===== src/rtl/fibo_arb_pkg.sv =====
// fibo_arbiter shared types and constants.
// Two requesters share one fibonacci generator.
package fibo_arb_pkg;

  typedef enum logic [1:0] {
    IDLE  = 2'd0,
    RUN   = 2'd1,
    DRAIN = 2'd2
  } state_e;

  localparam int MAX_FIBO   = 46368;
  localparam int DEF_LEN_W  = 4;
  localparam int DEF_DATA_W = 16;

endpackage


===== src/rtl/fibo_arb_if.sv =====
// Consumer-side bundle of fibo_arbiter:
// requests/lengths in, tagged terms out.
interface fibo_arb_if
  import fibo_arb_pkg::*;
#(
  parameter int LEN_W  = DEF_LEN_W,
  parameter int DATA_W = DEF_DATA_W
);

  logic              req0;
  logic              req1;
  logic [LEN_W-1:0]  len0;
  logic [LEN_W-1:0]  len1;
  logic              done0;
  logic              done1;
  logic              out_valid;
  logic [DATA_W-1:0] out_data;
  logic              out_id;
  logic              out_last;

  modport master (
    output req0, req1, len0, len1,
    input  done0, done1, out_valid,
    input  out_data, out_id, out_last
  );

  modport slave (
    input  req0, req1, len0, len1,
    output done0, done1, out_valid,
    output out_data, out_id, out_last
  );

endinterface


===== src/rtl/fibo_rr_pick.sv =====
// Two-way round-robin pick: on a tie the
// requester not granted last wins.
module fibo_rr_pick (
  input  logic req0,
  input  logic req1,
  input  logic last_id,
  output logic grant_valid,
  output logic grant_id
);

  assign grant_valid = req0 | req1;
  assign grant_id    = (req0 & req1) ? ~last_id : req1;

endmodule


===== src/rtl/fibo_arbiter.sv =====
// Grants the shared generator to one of two
// requesters for a 1..2^LEN_W term burst.
module fibo_arbiter
  import fibo_arb_pkg::*;
#(
  parameter int LEN_W  = DEF_LEN_W,
  parameter int DATA_W = DEF_DATA_W
) (
  input  logic              clock,
  input  logic              reset,
  fibo_arb_if.slave         bus,
  output logic              gen_en,
  input  logic [DATA_W-1:0] gen_out,
  output logic              busy
);

  state_e           state_q, state_d;
  logic [LEN_W:0]   cnt_q, cnt_d;
  logic             id_q, id_d;
  logic             last_id_q, last_id_d;
  logic             gen_en_q, gen_en_d;
  logic             ov_q, ov_d;
  logic             oid_q, oid_d;
  logic             olast_q, olast_d;
  logic             grant_valid;
  logic             grant_id;
  logic [LEN_W-1:0] lsel;

  fibo_rr_pick u_pick (
    .req0        (bus.req0),
    .req1        (bus.req1),
    .last_id     (last_id_q),
    .grant_valid (grant_valid),
    .grant_id    (grant_id)
  );

  assign lsel = grant_id ? bus.len1 : bus.len0;

  always_comb begin
    state_d   = state_q;
    cnt_d     = cnt_q;
    id_d      = id_q;
    last_id_d = last_id_q;
    gen_en_d  = 1'b0;
    ov_d      = gen_en_q;
    oid_d     = gen_en_q & id_q;
    olast_d   = 1'b0;
    unique case (state_q)
      IDLE: begin
        if (grant_valid) begin
          state_d   = RUN;
          id_d      = grant_id;
          last_id_d = grant_id;
          // a zero length selects the full 2^LEN_W burst
          cnt_d     = {(lsel == '0), lsel};
          gen_en_d  = 1'b1;
        end
      end
      RUN: begin
        cnt_d = cnt_q - 1'b1;
        if (cnt_q > (LEN_W+1)'(1)) begin
          gen_en_d = 1'b1;
        end else begin
          olast_d = 1'b1;
          state_d = DRAIN;
        end
      end
      DRAIN: state_d = IDLE;
      default: state_d = IDLE;
    endcase
  end

  always_ff @(posedge clock or posedge reset) begin
    if (reset) begin
      state_q   <= IDLE;
      cnt_q     <= '0;
      id_q      <= 1'b0;
      last_id_q <= 1'b1;
      gen_en_q  <= 1'b0;
      ov_q      <= 1'b0;
      oid_q     <= 1'b0;
      olast_q   <= 1'b0;
    end else begin
      state_q   <= state_d;
      cnt_q     <= cnt_d;
      id_q      <= id_d;
      last_id_q <= last_id_d;
      gen_en_q  <= gen_en_d;
      ov_q      <= ov_d;
      oid_q     <= oid_d;
      olast_q   <= olast_d;
    end
  end

  assign gen_en        = gen_en_q;
  assign busy          = (state_q != IDLE);
  assign bus.out_valid = ov_q;
  assign bus.out_data  = ov_q ? gen_out : '0;
  assign bus.out_id    = oid_q;
  assign bus.out_last  = olast_q;
  assign bus.done0     = olast_q & ~oid_q;
  assign bus.done1     = olast_q & oid_q;

endmodule


===== src/flat_wrapper.sv =====
// flat-port wrapper written by rule: the top's interface ports become plain ports
module fibo_arbiter_flat import fibo_arb_pkg::*;
#(
  parameter int LEN_W  = DEF_LEN_W,
  parameter int DATA_W = DEF_DATA_W
)
  (clock, reset, gen_en, gen_out, busy, bus_req0, bus_req1, bus_len0, bus_len1, bus_done0, bus_done1, bus_out_valid, bus_out_data, bus_out_id, bus_out_last);
  fibo_arb_if #(.LEN_W(LEN_W), .DATA_W(DATA_W)) bus_i ();
  input  logic clock;
  input  logic reset;
  output logic gen_en;
  input  logic [DATA_W-1:0] gen_out;
  output logic busy;
  input wire logic [$bits(bus_i.req0)-1:0] bus_req0;
  input wire logic [$bits(bus_i.req1)-1:0] bus_req1;
  input wire logic [$bits(bus_i.len0)-1:0] bus_len0;
  input wire logic [$bits(bus_i.len1)-1:0] bus_len1;
  output wire logic [$bits(bus_i.done0)-1:0] bus_done0;
  output wire logic [$bits(bus_i.done1)-1:0] bus_done1;
  output wire logic [$bits(bus_i.out_valid)-1:0] bus_out_valid;
  output wire logic [$bits(bus_i.out_data)-1:0] bus_out_data;
  output wire logic [$bits(bus_i.out_id)-1:0] bus_out_id;
  output wire logic [$bits(bus_i.out_last)-1:0] bus_out_last;
  assign bus_i.req0 = bus_req0;
  assign bus_i.req1 = bus_req1;
  assign bus_i.len0 = bus_len0;
  assign bus_i.len1 = bus_len1;
  assign bus_done0 = bus_i.done0;
  assign bus_done1 = bus_i.done1;
  assign bus_out_valid = bus_i.out_valid;
  assign bus_out_data = bus_i.out_data;
  assign bus_out_id = bus_i.out_id;
  assign bus_out_last = bus_i.out_last;
  fibo_arbiter #(.LEN_W(LEN_W), .DATA_W(DATA_W)) u_core (.clock(clock), .reset(reset), .bus(bus_i), .gen_en(gen_en), .gen_out(gen_out), .busy(busy));
endmodule

===== config.mk =====
export PLATFORM = sky130hd
export DESIGN_NAME = fibo_arbiter_flat
export DESIGN_NICKNAME = d
export VERILOG_FILES = /design/src/rtl/fibo_arb_pkg.sv /design/src/rtl/fibo_arb_if.sv /design/src/rtl/fibo_rr_pick.sv /design/src/rtl/fibo_arbiter.sv /design/src/flat_wrapper.sv
export SDC_FILE = /design/constraint.sdc
export NUM_CORES = 1
export LEC_CHECK = 0
export BUFFER_PORTS_ARGS = -buffer_cell sky130_fd_sc_hd__buf_2
export CORE_ASPECT_RATIO = 1.2
export CORE_MARGIN = 2
export CORE_UTILIZATION = 40
export CTS_CLUSTER_DIAMETER = 80
export DETAILED_ROUTE_END_ITERATION = 16
export GPL_TIMING_DRIVEN = 0
export PLACE_DENSITY = 0.76
export SLEW_MARGIN = 20
export SYNTH_ARGS = -nofsm -noshare
export SYNTH_HDL_FRONTEND = slang
export SYNTH_SLANG_ARGS = --single-unit

===== constraint.sdc =====
create_clock -name clock -period 4.27 [get_ports clock]
set_input_delay 0.2135 -clock clock [delete_from_list [all_inputs] [get_ports clock]]
set_output_delay 0.2135 -clock clock [all_outputs]
set_load 0.01 [all_outputs]

Word-level counts from Yosys, hierarchy flattened
Cells that the tools add are included.
{"block": "op_classes", "addsub": 1, "magnitude_cmp": 1, "eq_ne": 3, "muxes": 13, "n_bitwise": 7, "n_reduce_logical": 7}
{"op": "$mux W16", "n": 1}
{"op": "$pmux W5 S2", "n": 1}
{"op": "$reduce_and A2 Y1", "n": 3}
{"op": "$gt A5 B1 Y1 const B", "n": 1}
{"op": "$mux W1", "n": 5}
{"op": "$mux W5", "n": 1}
{"op": "$sub A5 B1 Y5 const B", "n": 1}
{"op": "$and A1 B1 Y1", "n": 4}
{"op": "$logic_not A4 Y1", "n": 1}
{"op": "$mux W2", "n": 2}
{"op": "$mux W4", "n": 1}
{"op": "$pmux W2 S2", "n": 1}
{"op": "$reduce_bool A2 Y1", "n": 2}
{"op": "$eq A2 B1 Y1 const B", "n": 1}
{"op": "$logic_not A2 Y1", "n": 1}
{"op": "$ne A2 B1 Y1 const B", "n": 1}
{"op": "$ne A2 B2 Y1 const B", "n": 1}
{"op": "$not A1 Y1", "n": 2}
{"op": "$pmux W1 S2", "n": 1}
{"op": "$or A1 B1 Y1", "n": 1}
{"block": "totals", "reg_bits": 13, "inputBits": 28, "out_inout_bits": 23, "word_cells": 40}

Depth between registers and ports, before layout
Gate-level depths: netlist of run 1.
{"block": "logic_depth", "ltp_word": 6, "depth_mapped": 6, "depth_no_buf": 6}

By module
From an unflattened synthesis of run 1, not the netlist that was laid out.
{"block": "unflattened", "hier_cells": 83, "area_unflattened_um2": 800.8}
{"mod": "fibo_arbiter", "n_inst": 1, "cells_each": 81, "area_per_inst_um2": 787.0, "seq_area_each_um2": 326.6}
{"mod": "fibo_rr_pick", "n_inst": 1, "cells_each": 2, "area_per_inst_um2": 13.8, "seq_area_each_um2": 0.0}

Least setup slack after synthesis of run 1
OpenSTA, ideal clock, no wires.
{"block": "synth_path", "kind": "flip-flop to flip-flop", "from": "register u_core.cnt_q[0]", "to": "register u_core.cnt_q[4]", "setup_time_ns": 0.120, "arrival_ns": 1.297, "t_required_ns": 4.150, "slack_ns": 2.853, "stages_incl_launch_ff": 7, "n_path_buf": 0, "synth_period_minus_slack_ns": 1.417, "cell_sequence": "dfrtp_1 -> inv_1 -> ha_1 -> nor3b_1 -> mux2i_1 -> o22ai_1 -> a31o_1"}
{"block": "synth_between", "elab_chain_len": 2}
{"item": "from (decl)", "line": "fibo_arbiter.sv:18", "rtl": "logic [LEN_W:0] cnt_q, cnt_d;"}
{"item": "from (signal assigned)", "line": "fibo_arbiter.sv:85", "rtl": "cnt_q <= cnt_d;"}
{"item": "$sub A5 B1 Y5", "line": "fibo_arbiter.sv:60", "rtl": "cnt_d = cnt_q - 1'b1;"}
{"item": "$pmux W5 S2", "line": "fibo_arbiter.sv:48", "rtl": "unique case (state_q)"}
No other way between the ends.
A chain may end at the register's enable or synchronous reset.

Worst setup path in the final report of run 1
Ends and elaborated chain as after synthesis.

==> metrics, run 1 <==
critical path fanouts, max=6; r2r worst-path depth=6; Synth Instances=87; Root Buffer=clkbuf_4; CP startpoint kind=flop; n_diodes=0; Buffers & Inverters on Critical Path=1; reg2reg end=u_core.cnt_q[4]; first-pass GRT wire length=2930 um; most common cell after layout, fill and taps aside=buf_2; CTS resizes=0; fin util=59.8%; Die Height=52.9 um; total power=0.626 mW; top routing layer in use=met3; Max-slew headroom=67.1%; setup violators final=0; clk_skew=4.08 ps; hold path cells=2; post-route setup slack=2710 ps; Crit path max-delay family=flip-flops; DR WL/cell=11.4 um; post-route insts no fill=161; antenna-violating nets left=0; DRC Markers=0; Inserted Clock Buffers=3; hold_buf cts=1; pre-CTS WS=2710 ps; vias in the first global route=771; WL met1=699 um; synthesized flop and latch total=13; Final #Nets=173; syn nets=117; Clock Sinks=13; Clk Latency, worst-skew pair=270 ps; IO buf count=50; layout cell share with drive strength beyond 1=41.5%; initial antenna violation count=0; largest area contributor in the netlist=dfrtp_1; slowest CP cell=dfrtp_1; FF-to-FF Start=u_core.cnt_q[0]; CTS tree=done; H-tree depth=1; Ports=51; post-route setup TNS=0 ps; Worst EP arrival=1720 ps; critical-path cell list=inv_1, ha_1, nor3b_1, mux2i_1, o22ai_1, a31o_1; Critical Path End Type=flop; number of library cell types mapped by synthesis=26; Slew @ Worst Pin=492 ps; Synth Cell Area=796 um^2; Starting Density=43.0%; full die area=2360 um^2; post-CTS setup buffers=0; Placer Congestion=0.806; maximum vdd drop=0.000263 V; CP required=4430 ps; synth top area cells=dfrtp_1 38%, and2_1 14%, mux2i_1 5.0%; Hold WC Path Type=in2reg; final hold viol count=0; Yosys top cell area share=37.7%; Area Growth Syn to Fin=39.0%; Die Wd=44.7 um; vias per inst=5.03; Post-Route WL=1830 um; final hold slack=165 ps; Hold EP=u_core.last_id_q; core area=1850 um^2; status=complete, no violations; critical path's largest stage delay=440 ps; Pwr Density=566 nW/um^2; Synthesis Warnings=0; Max Fclk=640 MHz; Period minus WS final=1560 ps; drt initial violations=4; Max Root-Sink Buffers=2; Rows=17; WS Path Type=reg2reg; Max Slew Vio Count=0; DR vias=810; beginning of the worst hold path=bus_req0; Syn Area/Cell=9.15 um^2; Overall Global Routing Usage=17.0%; r2r setup slk=2710 ps; most frequent cells in the layout=50 x buf_2, 18 x and2_1, 12 x dfrtp_1; TritonRoute pass-1 iters=4; met3 wire len=236 um; dpl cell area=1070 um^2; Pleak=0.566 nW; Seq/Total Area, Yosys=41.0%; post-route clock period utilization=36.6%; DR WL met2=898 um; RSZ-0062 raised after global routing=no; largest net degree at the start of global routing=14; max-cap check violation count=0; grt total ovfl=0; post-placement cell count=156; DP Wirelength=1510 um; post-route cell area=1110 um^2; Worst-path clk slew=80 ps
[cell families after synthesis]
logic type                 Yosys count  share of synthesized area (%)
AOI/OAI and AO/OA                   20                           18.4
adders and majority gates            2                           3.14
muxes                                5                           6.45
buffers and inverters                8                           3.77
DFF                                 13                           41.0
and+or+nand+nor                     39                           27.2
[state kept, by name (all words and copies together), names as in the netlist]
name and count:
u_core.bus.out_id 1, u_core.state_q 2, u_core.bus.out_last 1, u_core.cnt_q 5
u_core.bus.out_valid 1, u_core.gen_en 1, u_core.id_q 1, u_core.last_id_q 1
[where the power goes]
group          internal [mW]  leakage, nW  switching, mW
Clock                 0.0361       0.0150         0.0361
Combinational          0.156        0.401          0.163
Sequential             0.179        0.149         0.0561
Total                  0.371        0.566          0.255
[Yosys cell counts]
| cell type | count |
|---|---|
| a21oi_1 | 5 |
| nand2_1 | 3 |
| nor2b_2 | 1 |
| nand2b_1 | 1 |
| nor3b_1 | 1 |
| o21a_1 | 2 |
| o22ai_1 | 3 |
| clkbuf_1 | 1 |
| a211oi_2 | 1 |
| mux2i_1 | 4 |
| inv_1 | 7 |
| nor2b_1 | 3 |
| o21ai_0 | 3 |
| dfstp_2 | 1 |
| a31oi_1 | 1 |
| dfrtp_1 | 12 |
| a221oi_1 | 1 |
| a21oi_2 | 1 |
| o41ai_1 | 1 |
| mux2_2 | 1 |
| nor3_1 | 5 |
| and2_1 | 18 |
| nor2_1 | 7 |
| a21boi_4 | 1 |
| a31o_1 | 1 |
| ha_1 | 2 |
[worst max path at each step]
stage / start / to / cells after the start
floorplan: u_core.cnt_q[0] / u_core.cnt_q[4] / 6
global placement: u_core.cnt_q[0] / u_core.cnt_q[4] / 6
detailed placement: u_core.cnt_q[0] / u_core.cnt_q[4] / 6
CTS: u_core.cnt_q[0] / u_core.cnt_q[4] / 6
global route: u_core.cnt_q[0] / u_core.cnt_q[4] / 6
finish: u_core.cnt_q[0] / u_core.cnt_q[4] / 6
[routing by layer]
layer,up-vias,GRT usage [%]
li1,410,-
met1,351,18.1
met2,49,32.1
met3,0,2.39
met4,0,7.58
met5,-,0
[layout make-up]
cell class,count,area [um^2]
inverter,7,26.3
clock buffer,4,26.3
fill,172,744
tap,19,23.8
multi-input combinational,66,439
timing repair buffer,51,260
sequential,13,327
buffer,1,3.75
No activity file was read; power rests on OpenSTA's default activity.
==> inputs of run 2 (changes only) <==
clock period = 1.5 ns   (was 4.27 ns; I/O delays follow)
==> metrics, run 2 (synthesis results as in run 1) <==
n_diodes=0; fin util=62.0%; Post-Route WL=1890 um; Die Wd=44.7 um; DP Wirelength=1510 um; RSZ-0062 raised after global routing=yes; vias in the first global route=789; Max Root-Sink Buffers=2; drt initial violations=4; most common cell after layout, fill and taps aside=buf_2; core area=1850 um^2; Clock Sinks=13; layout cell share with drive strength beyond 1=45.1%; Starting Density=43.0%; max-cap check violation count=0; reg2reg end=u_core.cnt_q[4]; Inserted Clock Buffers=3; Root Buffer=clkbuf_4; IO buf count=50; status=complete, no violations; CP endpoint=u_core.cnt_q[4]; Final #Nets=175; Global Route met3 Usage=2.39%; FF-to-FF Start=u_core.cnt_q[1]; Seq pwr share=35.7%; Max Fclk=704 MHz; gr busiest metal=met2; post-route clock period utilization=94.8%; grt total ovfl=0; Area Growth Syn to Fin=44.2%; initial antenna violation count=0; r2r setup slk=80 ps; Max Slew Vio Count=0; Critical Path End Type=flop; Pwr Density=1650 nW/um^2; Hold WC Path Type=in2reg; setup violators final=0; CTS tree=done; CP startpoint kind=flop; final hold viol count=0; antenna-violating nets left=0; CP required=1660 ps; met2 Use GR=32.4%; TritonRoute pass-1 iters=4; Die Height=52.9 um; Critical Path Start=u_core.cnt_q[1]; P_int=1.12 mW; Largest regs=u_core.cnt_q x5, u_core.state_q x2; hold path cells=2; Placer Congestion=0.806; DR vias=820; Pleak=0.580 nW; met1 usage in global routing=18.5%; H-tree depth=1; first-pass GRT wire length=3010 um; Overall Global Routing Usage=17.4%; Rows=17; full die area=2360 um^2; Worst-path clk slew=70 ps; clk_skew=2.92 ps; most frequent cells in the layout=50 x buf_2, 18 x and2_1, 12 x dfrtp_1; largest reg by FF count=u_core.cnt_q; DRC Markers=0; Net Sw Power=0.771 mW; r2r worst-path depth=6; Gate power share=53.5%; maximum vdd drop=0.000748 V; max FFs per register=5; post-route setup TNS=0 ps; clock share of power=10.8%; final hold slack=27.1 ps; DR WL/cell=11.6 um; Period minus WS final=1420 ps; Max-slew headroom=67.1%; Clk Latency, worst-skew pair=260 ps; largest net degree at the start of global routing=14; WS Path Type=reg2reg; post-placement cell count=156; Slew @ Worst Pin=493 ps; post-route insts no fill=163; total power=1.89 mW; Switching Fraction=40.8%; Ports=51; vias per inst=5.03; critical path fanouts, max=4; Worst EP arrival=1580 ps
==> run 2: area by class of cell <==
cell class | instances | area, um^2
fillers | 167 | 703
well taps | 19 | 23.8
flip-flops and latches | 13 | 327
repair buffers | 53 | 275
plain buffers | 1 | 3.75
inverters | 7 | 26.3
clock buffers | 4 | 26.3
multi-input cells | 66 | 465
==> run 2: power by group through the flow <==
stage | registers (mW) | logic [mW] | clock network, mW
3_5_place_dp | 0.677 | 0.912 | 0
6_report | 0.674 | 1.01 | 0.204
5_1_grt | 0.705 | 1.14 | 0.235
3_3_place_gp | 0.660 | 0.875 | 0
4_1_cts | 0.660 | 0.957 | 0.216
2_1_floorplan | 0.660 | 0.595 | 0
==> run 2: worst min-delay path by stage <==
stage | endpoint | start | slack, ps
5_1_grt | u_core.last_id_q | bus_req0 | 30
3_5_place_dp | u_core.bus.out_valid | reset | 120
4_1_cts | u_core.last_id_q | bus_req0 | 20
3_3_place_gp | u_core.bus.out_valid | reset | 100
2_1_floorplan | u_core.bus.out_id | reset | -50
6_report | u_core.last_id_q | bus_req0 | 30
==> run 2: critical path: stages, from the launching register on <==
cell     delay (ps)
dfrtp_1         420
inv_2            90
ha_4            130
nor3b_4         190
mux2i_1         200
o22ai_1          80
a31o_1          210
==> run 2: stage by stage <==
stage | worst slack, ps | area [um^2]
after floorplan | 83.2 | 796
after global placement | 15.2 | 1070
after detailed placement | -61.2 | 1070
after CTS | 11.4 | 1120
after global routing | -39.0 | 1150
final | 78.6 | 1150
==> run 2: metal layers <==
layer	routed length (um)	vias to the layer above
met2	924	51
met4	14	0
met1	712	352
met3	238	2
li1	-	415
met5	0	-
==> run 2: repair_timing <==
item / CTS / global route
hold endpoints to repair: 12 / 0
endpoints found under the setup margin: 1 / 6
pin swaps: 0 / 1
hold buffers: 1 / 0
setup buffers: 1 / 1
gates resized for setup: 1 / 5
==> inputs of run 3 (changes only) <==
CORE_UTILIZATION = 41   (was 40)
PLACE_DENSITY = 0.78   (was 0.76)
==> metrics, run 3 (synthesis results as in run 1) <==
post-route clock period utilization=98.1%; Ports=51; antenna-violating nets left=0; Clk Latency, worst-skew pair=280 ps; Hold WC Path Type=in2reg; critical path fanouts, max=6; grt total ovfl=0; core area=1830 um^2; vias in the first global route=693; Max Root-Sink Buffers=2; Overall Global Routing Usage=16.5%; CTS tree=done; max FFs per register=5; Placer Congestion=0.786; Worst EP arrival=1650 ps; pre-CTS WS=-12.9 ps; initial antenna violation count=0; max-cap check violation count=0; status=complete, no violations; Switching Fraction=41.0%; DP Wirelength=1360 um; Pleak=0.565 nW; H-tree depth=1; Die Height=52.3 um; first-pass GRT wire length=2770 um; IO buf count=50; P_int=1.06 mW; drt initial violations=11; post-route setup slack=28.2 ps; TritonRoute pass-1 iters=4; Pwr Density=1600 nW/um^2; Clock Sinks=13; Inserted Clock Buffers=3; maximum vdd drop=0.000942 V; Max-slew headroom=68.1%; Die Wd=44.2 um; clock share of power=12.3%; largest reg by FF count=u_core.cnt_q; Critical Path End Type=flop; Seq pwr share=37.6%; Worst-path clk slew=80 ps; Largest regs=u_core.cnt_q x5, u_core.state_q x2; vias per inst=5.07; most frequent cells in the layout=50 x buf_2, 18 x and2_1, 11 x dfrtp_1; total power=1.80 mW; Area Growth Syn to Fin=41.7%; clk_skew=0.952 ps; Period minus WS final=1470 ps; n_diodes=0; Gate power share=50.0%; Net Sw Power=0.739 mW; Root Buffer=clkbuf_4; critical-path cell list=inv_2, ha_2, nor3b_2, mux2i_1, o22ai_1, a31o_1; setup violators final=0; DR vias=821; Rows=17; most common cell after layout, fill and taps aside=buf_2; Max Slew Vio Count=0; DR WL/cell=10.7 um; CP required=1680 ps; Post-Route WL=1730 um; Starting Density=43.5%; WS Path Type=reg2reg; layout cell share with drive strength beyond 1=45.5%; CP startpoint kind=flop; slowest CP cell=dfrtp_2; largest net degree at the start of global routing=14; final hold viol count=0; full die area=2310 um^2; Slew @ Worst Pin=474 ps; critical path's largest stage delay=450 ps; Max Fclk=679 MHz; DRC Markers=0; Final #Nets=174
## run 3: path summary, 6_finish.rpt
kind	cells after the start	slack (ps)	start	to
min	3	70	bus_req1	u_core.last_id_q
min reg2reg	0	390	u_core.gen_en	u_core.bus.out_valid
min in group asynchronous	3	340	reset	u_core.cnt_q[1]
max	6	30	u_core.cnt_q[0]	u_core.cnt_q[4]
max reg2reg	6	30	u_core.cnt_q[0]	u_core.cnt_q[4]
max in group asynchronous	3	810	reset	u_core.last_id_q
## run 3: stage by stage
| stage | std cells | setup TNS, ps | area (um^2) | hold slack [ps] | utilization (%) |
|---|---|---|---|---|---|
| detailed placement | 156 | -12.9 | 1070 | 129 | 58.5 |
| CTS | 162 | 0 | 1120 | 57.4 | 61.3 |
| global placement | 156 | 0 | 1070 | 116 | 58.5 |
| global route | 162 | -16.6 | 1130 | 97.6 | 61.6 |
| finish | 162 | 0 | 1130 | 68.0 | 61.6 |
| floorplan | 87 | 0 | 796 | -48.8 | - |
## run 3: cell type report
cell class / instances / area [um^2]
fillers: 171 / 702
multi-input cells: 66 / 449
flip-flops and latches: 13 / 328
repair buffers: 52 / 270
clock buffers: 4 / 26.3
inverters: 7 / 26.3
well taps: 19 / 23.8
plain buffers: 1 / 3.75
## run 3: power groups by stage
stage	clock network, mW	registers, mW	logic (mW)
finish	0.222	0.678	0.902
global route	0.244	0.710	1.03
CTS	0.233	0.671	0.905
detailed placement	0	0.674	0.896
global placement	0	0.659	0.872
floorplan	0	0.660	0.595
## run 3: worst max-delay path: cells and delay by family, from the launching register on
family	cells	cell delay, ps
AOI/OAI and AO/OA	2	290
and+or+nand+nor	1	170
buffers and inverters	1	60
muxes	1	230
DFF	1	450
adders and majority gates	1	170
## run 3: repair_timing
action | in CTS | in global routing
endpoints found under the setup margin | 1 | 6
gates resized for setup | 1 | 5
buffers inserted | 0 | 0
hold endpoints to repair | 13 | 0
hold buffers | 2 | 0
pin swaps | 0 | 1
## run 3: layer usage
layer | global-route usage (%) | up-vias | wire length [um]
met5 | 0 | - | 0
met4 | 10.6 | 0 | 27
met3 | 4.14 | 2 | 257
met2 | 27.0 | 51 | 822
met1 | 18.8 | 357 | 622
li1 | - | 411 | -
